File: src/rtl/alu_secuenciador_pkg.sv
// -----------------------------------------------------------------------------
// alu_secuenciador_pkg
// Shared definitions for the ALU command sequencer:
//   - ALU select codes (codes at or above OP_RESERVED_MIN are illegal)
//   - sequencer state encoding
//   - bit positions inside the 4-bit flag register {negativo, zero, cout, overflow}
//   - small helpers to classify op codes
// -----------------------------------------------------------------------------
package alu_secuenciador_pkg;

  localparam logic [3:0] OP_SUMA         = 4'd0;
  localparam logic [3:0] OP_RESTA        = 4'd1;
  localparam logic [3:0] OP_INC          = 4'd2;
  localparam logic [3:0] OP_DEC          = 4'd3;
  localparam logic [3:0] OP_AND          = 4'd4;
  localparam logic [3:0] OP_OR           = 4'd5;
  localparam logic [3:0] OP_NOT          = 4'd6;
  localparam logic [3:0] OP_XOR          = 4'd7;
  localparam logic [3:0] OP_SHL          = 4'd8;
  localparam logic [3:0] OP_SHR          = 4'd9;
  localparam logic [3:0] OP_RESERVED_MIN = 4'd10;

  typedef enum logic [1:0] {
    IDLE    = 2'd0,
    EJECUTA = 2'd1,
    ESCRIBE = 2'd2
  } estado_t;

  // Flag register layout: {negativo, zero, cout, overflow}
  localparam int FLAG_NEG  = 3;
  localparam int FLAG_ZERO = 2;
  localparam int FLAG_COUT = 1;
  localparam int FLAG_OVF  = 0;

  function automatic logic es_reservado(input logic [3:0] op);
    return op >= OP_RESERVED_MIN;
  endfunction

  // Ops whose carry-out means the accumulated result left the unsigned range.
  function automatic logic satura_op(input logic [3:0] op);
    return (op == OP_SUMA) || (op == OP_INC);
  endfunction

endpackage

File: src/rtl/alu_secuenciador_banco.sv
// -----------------------------------------------------------------------------
// banco_registros
// NREG x N general register file for the ALU sequencer.
//   clk, rst        : clock, synchronous active-high clear of every register
//   we/waddr/wdata  : single synchronous write port
//   addr_a/data_a   : combinational read (source A, used when a command is accepted)
//   addr_b/data_b   : combinational read (source B, used while executing)
//   rd_addr/rd_data : combinational read for the front-end
// A write is visible on the read ports from the cycle after it occurs.
// -----------------------------------------------------------------------------
module banco_registros #(
  parameter int N    = 3,
  parameter int NREG = 4,
  parameter int AW   = $clog2(NREG)
) (
  input  logic          clk,
  input  logic          rst,
  input  logic          we,
  input  logic [AW-1:0] waddr,
  input  logic [N-1:0]  wdata,
  input  logic [AW-1:0] addr_a,
  output logic [N-1:0]  data_a,
  input  logic [AW-1:0] addr_b,
  output logic [N-1:0]  data_b,
  input  logic [AW-1:0] rd_addr,
  output logic [N-1:0]  rd_data
);

  logic [N-1:0] regs [NREG];

  // NOTE: flop state is written with non-blocking assignments so every reader
  // sees the pre-edge value regardless of process evaluation order.
  // NOTE: this array is a handful of flops, not a RAM macro, so clearing it on
  // reset is cheap and gives a defined power-up state.
  always_ff @(posedge clk) begin
    if (rst) begin
      for (int i = 0; i < NREG; i++) regs[i] <= '0;
    end else if (we) begin
      regs[waddr] <= wdata;
    end
  end

  assign data_a  = regs[addr_a];
  assign data_b  = regs[addr_b];
  assign rd_data = regs[rd_addr];

endmodule

File: src/rtl/alu_secuenciador.sv
// -----------------------------------------------------------------------------
// alu_secuenciador
// Command sequencer driving an external combinational ALU from a register file.
// A command (op, dst, srca, srcb, flagin, rep) is accepted on cmd_valid &
// cmd_ready. The ALU op runs rep+1 times, each result fed back as operand A;
// the final value goes to reg[dst], the flag register is updated and done
// pulses for one cycle. Ops >= 10 are reserved: done+err, nothing written.
//
// Ports:
//   clk, rst                       : clock, synchronous active-high reset
//   cmd_valid/cmd_ready, cmd_*     : command handshake and fields
//   wr_en/wr_addr/wr_data          : direct preload (IDLE only, beats commands)
//   rd_addr/rd_data                : combinational register read
//   alu_A/alu_B/alu_flagin/alu_select : ALU drive (select=0 outside execution,
//                                    operands hold their last driven values)
//   alu_resultado, alu_negativo, alu_zero, alu_cout, alu_overflow : ALU returns
//   done, err                      : completion pulse, reserved-op indication
//   flags                          : {negativo, zero, cout, overflow}
//   busy                           : sequencer not idle
//
// Build option: define ALU_SECUENCIADOR_SAT_EN to saturate add/inc results at
// all-ones once a carry-out occurs; otherwise results wrap modulo 2^N.
// -----------------------------------------------------------------------------
module alu_secuenciador
  import alu_secuenciador_pkg::*;
#(
  parameter  int N    = 3,
  parameter  int NREG = 4,
  localparam int AW   = $clog2(NREG)
) (
  input  logic          clk,
  input  logic          rst,
  input  logic          cmd_valid,
  output logic          cmd_ready,
  input  logic [3:0]    cmd_op,
  input  logic [AW-1:0] cmd_dst,
  input  logic [AW-1:0] cmd_srca,
  input  logic [AW-1:0] cmd_srcb,
  input  logic          cmd_flagin,
  input  logic [N-1:0]  cmd_rep,
  input  logic          wr_en,
  input  logic [AW-1:0] wr_addr,
  input  logic [N-1:0]  wr_data,
  input  logic [AW-1:0] rd_addr,
  output logic [N-1:0]  rd_data,
  output logic [N-1:0]  alu_A,
  output logic [N-1:0]  alu_B,
  output logic          alu_flagin,
  output logic [3:0]    alu_select,
  input  logic [N-1:0]  alu_resultado,
  input  logic          alu_negativo,
  input  logic          alu_zero,
  input  logic          alu_cout,
  input  logic          alu_overflow,
  output logic          done,
  output logic          err,
  output logic [3:0]    flags,
  output logic          busy
);

  estado_t state, state_next;

  // Latched command
  logic [3:0]    op_q;
  logic [AW-1:0] dst_q;
  logic [AW-1:0] srcb_q;
  logic          flagin_q;
  logic          err_q;

  // Iteration state
  logic [N-1:0]  counter;
  logic [N-1:0]  temp;
  logic          first_q;
  logic          cout_acc;
  logic          ovf_acc;
  logic          neg_last;
  logic          zero_last;
  logic [3:0]    flags_q;

  // Last values driven onto the ALU, replayed while not executing
  logic [N-1:0]  a_hold;
  logic [N-1:0]  b_hold;
  logic          fi_hold;

  // Register file hookup
  logic          rf_we;
  logic [AW-1:0] rf_waddr;
  logic [N-1:0]  rf_wdata;
  logic [N-1:0]  srca_data;
  logic [N-1:0]  srcb_data;

  logic          accept;

`ifdef ALU_SECUENCIADOR_SAT_EN
  logic          sat_q;
`endif

  banco_registros #(
    .N    (N),
    .NREG (NREG),
    .AW   (AW)
  ) u_banco (
    .clk     (clk),
    .rst     (rst),
    .we      (rf_we),
    .waddr   (rf_waddr),
    .wdata   (rf_wdata),
    .addr_a  (cmd_srca),
    .data_a  (srca_data),
    .addr_b  (srcb_q),
    .data_b  (srcb_data),
    .rd_addr (rd_addr),
    .rd_data (rd_data)
  );

  // ---------------------------------------------------------------------------
  // State register
  // ---------------------------------------------------------------------------
  always_ff @(posedge clk) begin
    if (rst) state <= IDLE;
    else     state <= state_next;
  end

  // ---------------------------------------------------------------------------
  // Next state and outputs
  // ---------------------------------------------------------------------------
  // NOTE: every signal written here gets a default first, so no path through
  // the case can leave one unassigned and infer a latch.
  always_comb begin
    state_next = state;
    cmd_ready  = 1'b0;
    done       = 1'b0;
    err        = 1'b0;
    alu_select = '0;
    alu_A      = a_hold;
    alu_B      = b_hold;
    alu_flagin = fi_hold;
    rf_we      = 1'b0;
    rf_waddr   = wr_addr;
    rf_wdata   = wr_data;

    case (state)
      IDLE: begin
        // Preload wins over a pending command in the same cycle.
        cmd_ready = ~wr_en;
        rf_we     = wr_en;
        if (cmd_valid && !wr_en) begin
          state_next = es_reservado(cmd_op) ? ESCRIBE : EJECUTA;
        end
      end

      EJECUTA: begin
        alu_select = op_q;
        alu_A      = temp;
        alu_B      = srcb_data;
        // After the first pass flagin is forced high so unary ops
        // (inc/dec/not) keep working on the fed-back A operand.
        alu_flagin = first_q ? flagin_q : 1'b1;
        if (counter == '0) state_next = ESCRIBE;
      end

      ESCRIBE: begin
        done       = 1'b1;
        err        = err_q;
        rf_we      = ~err_q;
        rf_waddr   = dst_q;
        rf_wdata   = temp;
        state_next = IDLE;
      end

      default: state_next = IDLE;
    endcase
  end

  assign accept = cmd_valid & cmd_ready;
  assign busy   = (state != IDLE);
  assign flags  = flags_q;

  // ---------------------------------------------------------------------------
  // Datapath
  // ---------------------------------------------------------------------------
  always_ff @(posedge clk) begin
    if (rst) begin
      op_q      <= '0;
      dst_q     <= '0;
      srcb_q    <= '0;
      flagin_q  <= 1'b0;
      err_q     <= 1'b0;
      counter   <= '0;
      temp      <= '0;
      first_q   <= 1'b0;
      cout_acc  <= 1'b0;
      ovf_acc   <= 1'b0;
      neg_last  <= 1'b0;
      zero_last <= 1'b0;
      flags_q   <= '0;
      a_hold    <= '0;
      b_hold    <= '0;
      fi_hold   <= 1'b0;
`ifdef ALU_SECUENCIADOR_SAT_EN
      sat_q     <= 1'b0;
`endif
    end else begin
      case (state)
        IDLE: begin
          if (accept) begin
            op_q     <= cmd_op;
            dst_q    <= cmd_dst;
            srcb_q   <= cmd_srcb;
            flagin_q <= cmd_flagin;
            err_q    <= es_reservado(cmd_op);
            counter  <= cmd_rep;
            temp     <= srca_data;
            first_q  <= 1'b1;
            cout_acc <= 1'b0;
            ovf_acc  <= 1'b0;
`ifdef ALU_SECUENCIADOR_SAT_EN
            sat_q    <= 1'b0;
`endif
          end
        end

        EJECUTA: begin
          first_q   <= 1'b0;
          a_hold    <= alu_A;
          b_hold    <= alu_B;
          fi_hold   <= alu_flagin;
          // Carry/overflow are sticky over the whole run; sign/zero describe
          // only the final pass.
          cout_acc  <= cout_acc | alu_cout;
          ovf_acc   <= ovf_acc | alu_overflow;
          neg_last  <= alu_negativo;
          zero_last <= alu_zero;
`ifdef ALU_SECUENCIADOR_SAT_EN
          // Once saturated, the all-ones value is frozen for remaining passes.
          if (!sat_q) begin
            if (satura_op(op_q) && alu_cout) begin
              temp  <= '1;
              sat_q <= 1'b1;
            end else begin
              temp  <= alu_resultado;
            end
          end
`else
          temp <= alu_resultado;
`endif
          if (counter != '0) counter <= counter - 1'b1;
        end

        ESCRIBE: begin
          if (!err_q) begin
            flags_q[FLAG_NEG]  <= neg_last;
            flags_q[FLAG_ZERO] <= zero_last;
            flags_q[FLAG_COUT] <= cout_acc;
            flags_q[FLAG_OVF]  <= ovf_acc;
          end
        end

        default: ;
      endcase
    end
  end

endmodule

File: config.mk
export PLATFORM = sky130hd
export DESIGN_NAME = alu_secuenciador
export DESIGN_NICKNAME = d
export VERILOG_FILES = /design/src/rtl/alu_secuenciador_pkg.sv /design/src/rtl/alu_secuenciador_banco.sv /design/src/rtl/alu_secuenciador.sv
export SDC_FILE = /design/constraint.sdc
export NUM_CORES = 1
export LEC_CHECK = 0
export BUFFER_PORTS_ARGS = -buffer_cell sky130_fd_sc_hd__buf_2
export CAP_MARGIN = 5
export CORE_ASPECT_RATIO = 0.6
export CORE_MARGIN = 2
export CORE_UTILIZATION = 53
export DETAILED_ROUTE_END_ITERATION = 10
export PLACE_DENSITY = 0.81
export SLEW_MARGIN = 20
export SYNTH_ARGS = -nofsm -noshare
export SYNTH_HDL_FRONTEND = slang
export SYNTH_SLANG_ARGS = --single-unit
File: constraint.sdc
create_clock -name clk -period 2.1 [get_ports clk]
set_input_delay 0 -clock clk [delete_from_list [all_inputs] [get_ports clk]]
set_output_delay 0 -clock clk [all_outputs]
set_load 0.1 [all_outputs]
==> reports/qor_table.md <==
| Result | Reported | Unit |
| --- | --- | --- |
| Prevailing post-synth register cell | sky130_fd_sc_hd__dfxtp_1 | - |
| Crit path launch | state[0] | - |
| Total nets after synthesis | 279 | - |
| Final ANT Viol Nets | 0 | - |
| Hold Worst Slack | 0.0392 | ns |
| Height of the chip | 55.0 | µm |
| Unrepaired setup endpoints after global routing | false | - |
| Insertion delay of the later-clocked pin in the worst-skew pair | 0.31 | ns |
| All-layer global routing usage | 24.1 | % |
| Top layer reached by signal wires | met4 | - |
| Final Routed Wirelength | 5560 | µm |
| Layout overhead on the synthesized area | 32.1 | % |
| Number of global-route vias before repair | 1825 | - |
| Width of the die | 89.0 | µm |
| Multi-input gate area | 1130 | µm² |
| Via count of the routed design | 2023 | - |
| Metal1 wirelength | 2640 | µm |
| Post-DP HPWL | 4050 | µm |
| Power per unit of standard cell area | 672 | nW/µm² |
| Hold violation count in the final report | 0 | - |
| Antenna diode count | 0 | - |
| Multiplexer share of the synthesized area | 11.9 | % |
| Average instance area after synthesis | 9.38 | µm² |
| Initial DRT Pass Iterations | 4 | - |
| Compound-cell area share of the yosys netlist | 15.7 | % |
| Worst slew slack as a fraction of its limit | 61.5 | % |
| Combinational family with the most area after synthesis | simple AND/OR/NAND/NOR gates | - |
| Combined flip-flop and latch cell area | 1080 | µm² |
| Post-CTS clock slew at the launch and capture registers of the worst setup and hold paths | 0.09 | ns |
| Post-synth design cell area | 2300 | µm² |
| Crit end category | output port | - |
| Clock period minus final worst setup slack | 1.88 | ns |
| Core footprint | 4140 | µm² |
| Root Buffer | sky130_fd_sc_hd__clkbuf_8 | - |
| Total CTS buffers | 5 | - |
| Starting Density | 55.5 | % |
| Vias/cell | 5.42 | - |
| TritonCTS Sinks | 48 | - |
| PortBufs | 53 | - |
| TritonCTS clock tree | done | - |
| Worst min-delay path startpoint | cmd_rep[1] | - |
| Post-route fraction of the period consumed by the critical path | 89.7 | % |
| # Max-Cap Violations | 0 | - |
| Post-synthesis simple-gate area fraction | 19.9 | % |
| FMAX | 531 | MHz |
| Share of synthesized cell area in full adder, half adder and majority cells | 1.09 | % |
| Wire length per cell after detailed routing | 14.9 | µm |
| Number of antenna violations at the first check in global routing | 0 | - |
| Instance count of the mapped netlist | 245 | - |
| Start of the worst register-to-register path | state[1] | - |
| Die area | 4900 | µm² |
| Setup violation total in the final timing report | 0 | - |
| Warnings, synthesis | 0 | - |
| Critical path type | flip-flop to output port | - |
| Worst clock skew on the final layout | 0.0104 | ns |
| Post-layout util | 73.2 | % |
| DRC errors left | 0 | - |
| Max FO, Critical Path | 12 | - |
| # Post-CTS Setup Buffers | 0 | - |
| Register-to-register setup slack | 0.25 | ns |
| Layout cell share with drive strength beyond 1 | 27.8 | % |
| Met2 wire length | 2510 | µm |
| Routability congestion estimate | 0.854 | - |
| Iteration-0 DRC Markers | 127 | - |
| First-pass GRT wire length | 8800 | µm |
| Parity-gate share of the synthesized area counting xor and xnor cells | 0 | % |
| Final Max Tran Viols | 0 | - |
| Buffers from clock root to sink, at most | 2 | - |
| Worst Tran Pin Value | 0.577 | ns |
| Remaining Overflow, GRT | 0 | - |
| Sort of element at the start of the critical path | flip-flop | - |
| Number of I/O pins | 54 | - |
| Count of fill cells added during filler insertion | 321 | - |
| Portion of the post-synthesis area used by sequential elements | 47.0 | % |
| CTS HTree Levels | 2 | - |
| Data arrival, critical path | 1.88 | ns |
| Routed wl met3 | 384 | µm |
| Post-synthesis sequential element count | 48 | - |
| Fraction of registers with async set/reset | 0 | % |
| Maximum number of pins on one net before global-route repair | 43 | - |
| Data required time of the critical path | 2.10 | ns |
| Number of nets at the end of the flow | 346 | - |
| Result of the run | complete, no violations | - |
| Worst min path class | input pin to flip-flop | - |
| Library cells used by synthesis | 40 | - |
| Leakage power total | 1.26 | nW |
| Largest voltage drop on the vdd net | 446 | µV |
| Number of enable-type register cells in the synthesized netlist | 12 | - |
| Row count | 18 | - |
[stage by stage]
| stage | setup TNS, ns | instances | power (mW) | setup WS, ns | cell area (µm²) |
|---|---|---|---|---|---|
| final | 0 | 373 | 2.04 | 0.216 | 3040 |
| after detailed placement | 0 | 352 | 1.45 | 0.218 | 2800 |
| after floorplan | -0.201 | 245 | 1.33 | -0.201 | 2310 |
| after global placement | 0 | 352 | 1.44 | 0.297 | 2800 |
| after global routing | 0 | 373 | 2.11 | 0.0933 | 3040 |
| after CTS | 0 | 373 | 2.04 | 0.0633 | 3030 |
[synth_stat cells, types with 2 or more instances]
master | number | share of area, %
sky130_fd_sc_hd__o32ai_1 | 3 | 1.1
sky130_fd_sc_hd__clkbuf_1 | 5 | 0.82
sky130_fd_sc_hd__a311o_1 | 3 | 1.3
sky130_fd_sc_hd__o21ai_0 | 4 | 0.87
sky130_fd_sc_hd__and2_1 | 4 | 1.1
sky130_fd_sc_hd__mux2_2 | 4 | 2.0
sky130_fd_sc_hd__dfxtp_1 | 36 | 31
sky130_fd_sc_hd__buf_2 | 5 | 1.1
sky130_fd_sc_hd__ha_1 | 2 | 1.1
sky130_fd_sc_hd__a21oi_1 | 35 | 7.6
sky130_fd_sc_hd__nor3_1 | 8 | 1.7
sky130_fd_sc_hd__buf_4 | 2 | 0.65
sky130_fd_sc_hd__a21o_1 | 2 | 0.65
sky130_fd_sc_hd__mux2i_1 | 7 | 3.0
sky130_fd_sc_hd__inv_1 | 6 | 0.98
sky130_fd_sc_hd__o21bai_1 | 2 | 0.65
sky130_fd_sc_hd__nor2_1 | 14 | 2.3
sky130_fd_sc_hd__edfxtp_1 | 12 | 16
sky130_fd_sc_hd__nor2b_1 | 3 | 0.82
sky130_fd_sc_hd__mux4_2 | 6 | 5.9
sky130_fd_sc_hd__nand2_1 | 54 | 8.8
sky130_fd_sc_hd__o21ai_1 | 2 | 0.44
sky130_fd_sc_hd__nand3b_1 | 4 | 1.3
sky130_fd_sc_hd__nand2b_1 | 6 | 1.6
[registers in the layout, summed over array words and instances (netlist names), named ones only]
name / count
flagin_q: 1
neg_last: 1
op_q: 4
a_hold: 3
u_banco.regs: 12
temp: 3
err_q: 1
dst_q: 2
cout_acc: 1
ovf_acc: 1
state: 2
flags: 4
counter: 3
fi_hold: 1
b_hold: 3
srcb_q: 2
first_q: 1
zero_last: 1
[critical path: stages (launching register included)]
cell and delay (ns):
sky130_fd_sc_hd__dfxtp_1 0.43, sky130_fd_sc_hd__buf_4 0.19, sky130_fd_sc_hd__nor2b_4 0.31, sky130_fd_sc_hd__buf_4 0.18, sky130_fd_sc_hd__nor2_1 0.04, sky130_fd_sc_hd__a31oi_2 0.21, sky130_fd_sc_hd__buf_12 0.21
[power by group]
part	total, mW	switching, mW	internal (mW)
clock	0.585	0.316	0.269
sequential	1.03	0.0353	0.991
combinational	0.430	0.270	0.160
total	2.04	0.621	1.42
[kinds of logic after synthesis]
kind of cell / count (synthesis)
AOI/OAI and AO/OA: 59
adders and majority gates: 2
DFF: 48
muxes: 18
and+or+nand+nor: 97
buffers and inverters: 21
[path summary, 6_finish.rpt]
path,to,cells after the start
max,alu_flagin,6
min,counter[1],3
max reg2reg,u_banco.regs[1][0],4
min reg2reg,flags[3],2
[what timing repair did]
action,CTS,global route
endpoints found under the hold margin,15,0
hold buffers,13,0
setup endpoints to repair,0,11
resized for setup,0,2
[cell type report]
type	instances	area share [%]
clock buffer	6	2.72
clock inverter	2	0.412
inverter	6	0.742
multi-input combinational	176	37.3
sequential	48	35.7
tap	60	2.47
timing repair buffer	75	20.7
[metal layers]
layer | up-vias | GRT usage, %
met1 | 947 | 35.8
met5 | - | 0
met4 | 0 | 3.73
met2 | 75 | 36.4
li1 | 997 | -
met3 | 4 | 6.23
[layout by cell type (no fill, tap or decap), types with 7 or more instances in the layout]
master,instances
sky130_fd_sc_hd__a21oi_1,35
sky130_fd_sc_hd__buf_2,42
sky130_fd_sc_hd__buf_12,11
sky130_fd_sc_hd__mux2i_1,7
sky130_fd_sc_hd__nand2_1,54
sky130_fd_sc_hd__buf_4,9
sky130_fd_sc_hd__dlygate4sd3_1,13
sky130_fd_sc_hd__edfxtp_1,12
sky130_fd_sc_hd__nor3_1,8
sky130_fd_sc_hd__nor2_1,13
sky130_fd_sc_hd__dfxtp_1,35
(Power assumes the default switching activity.)
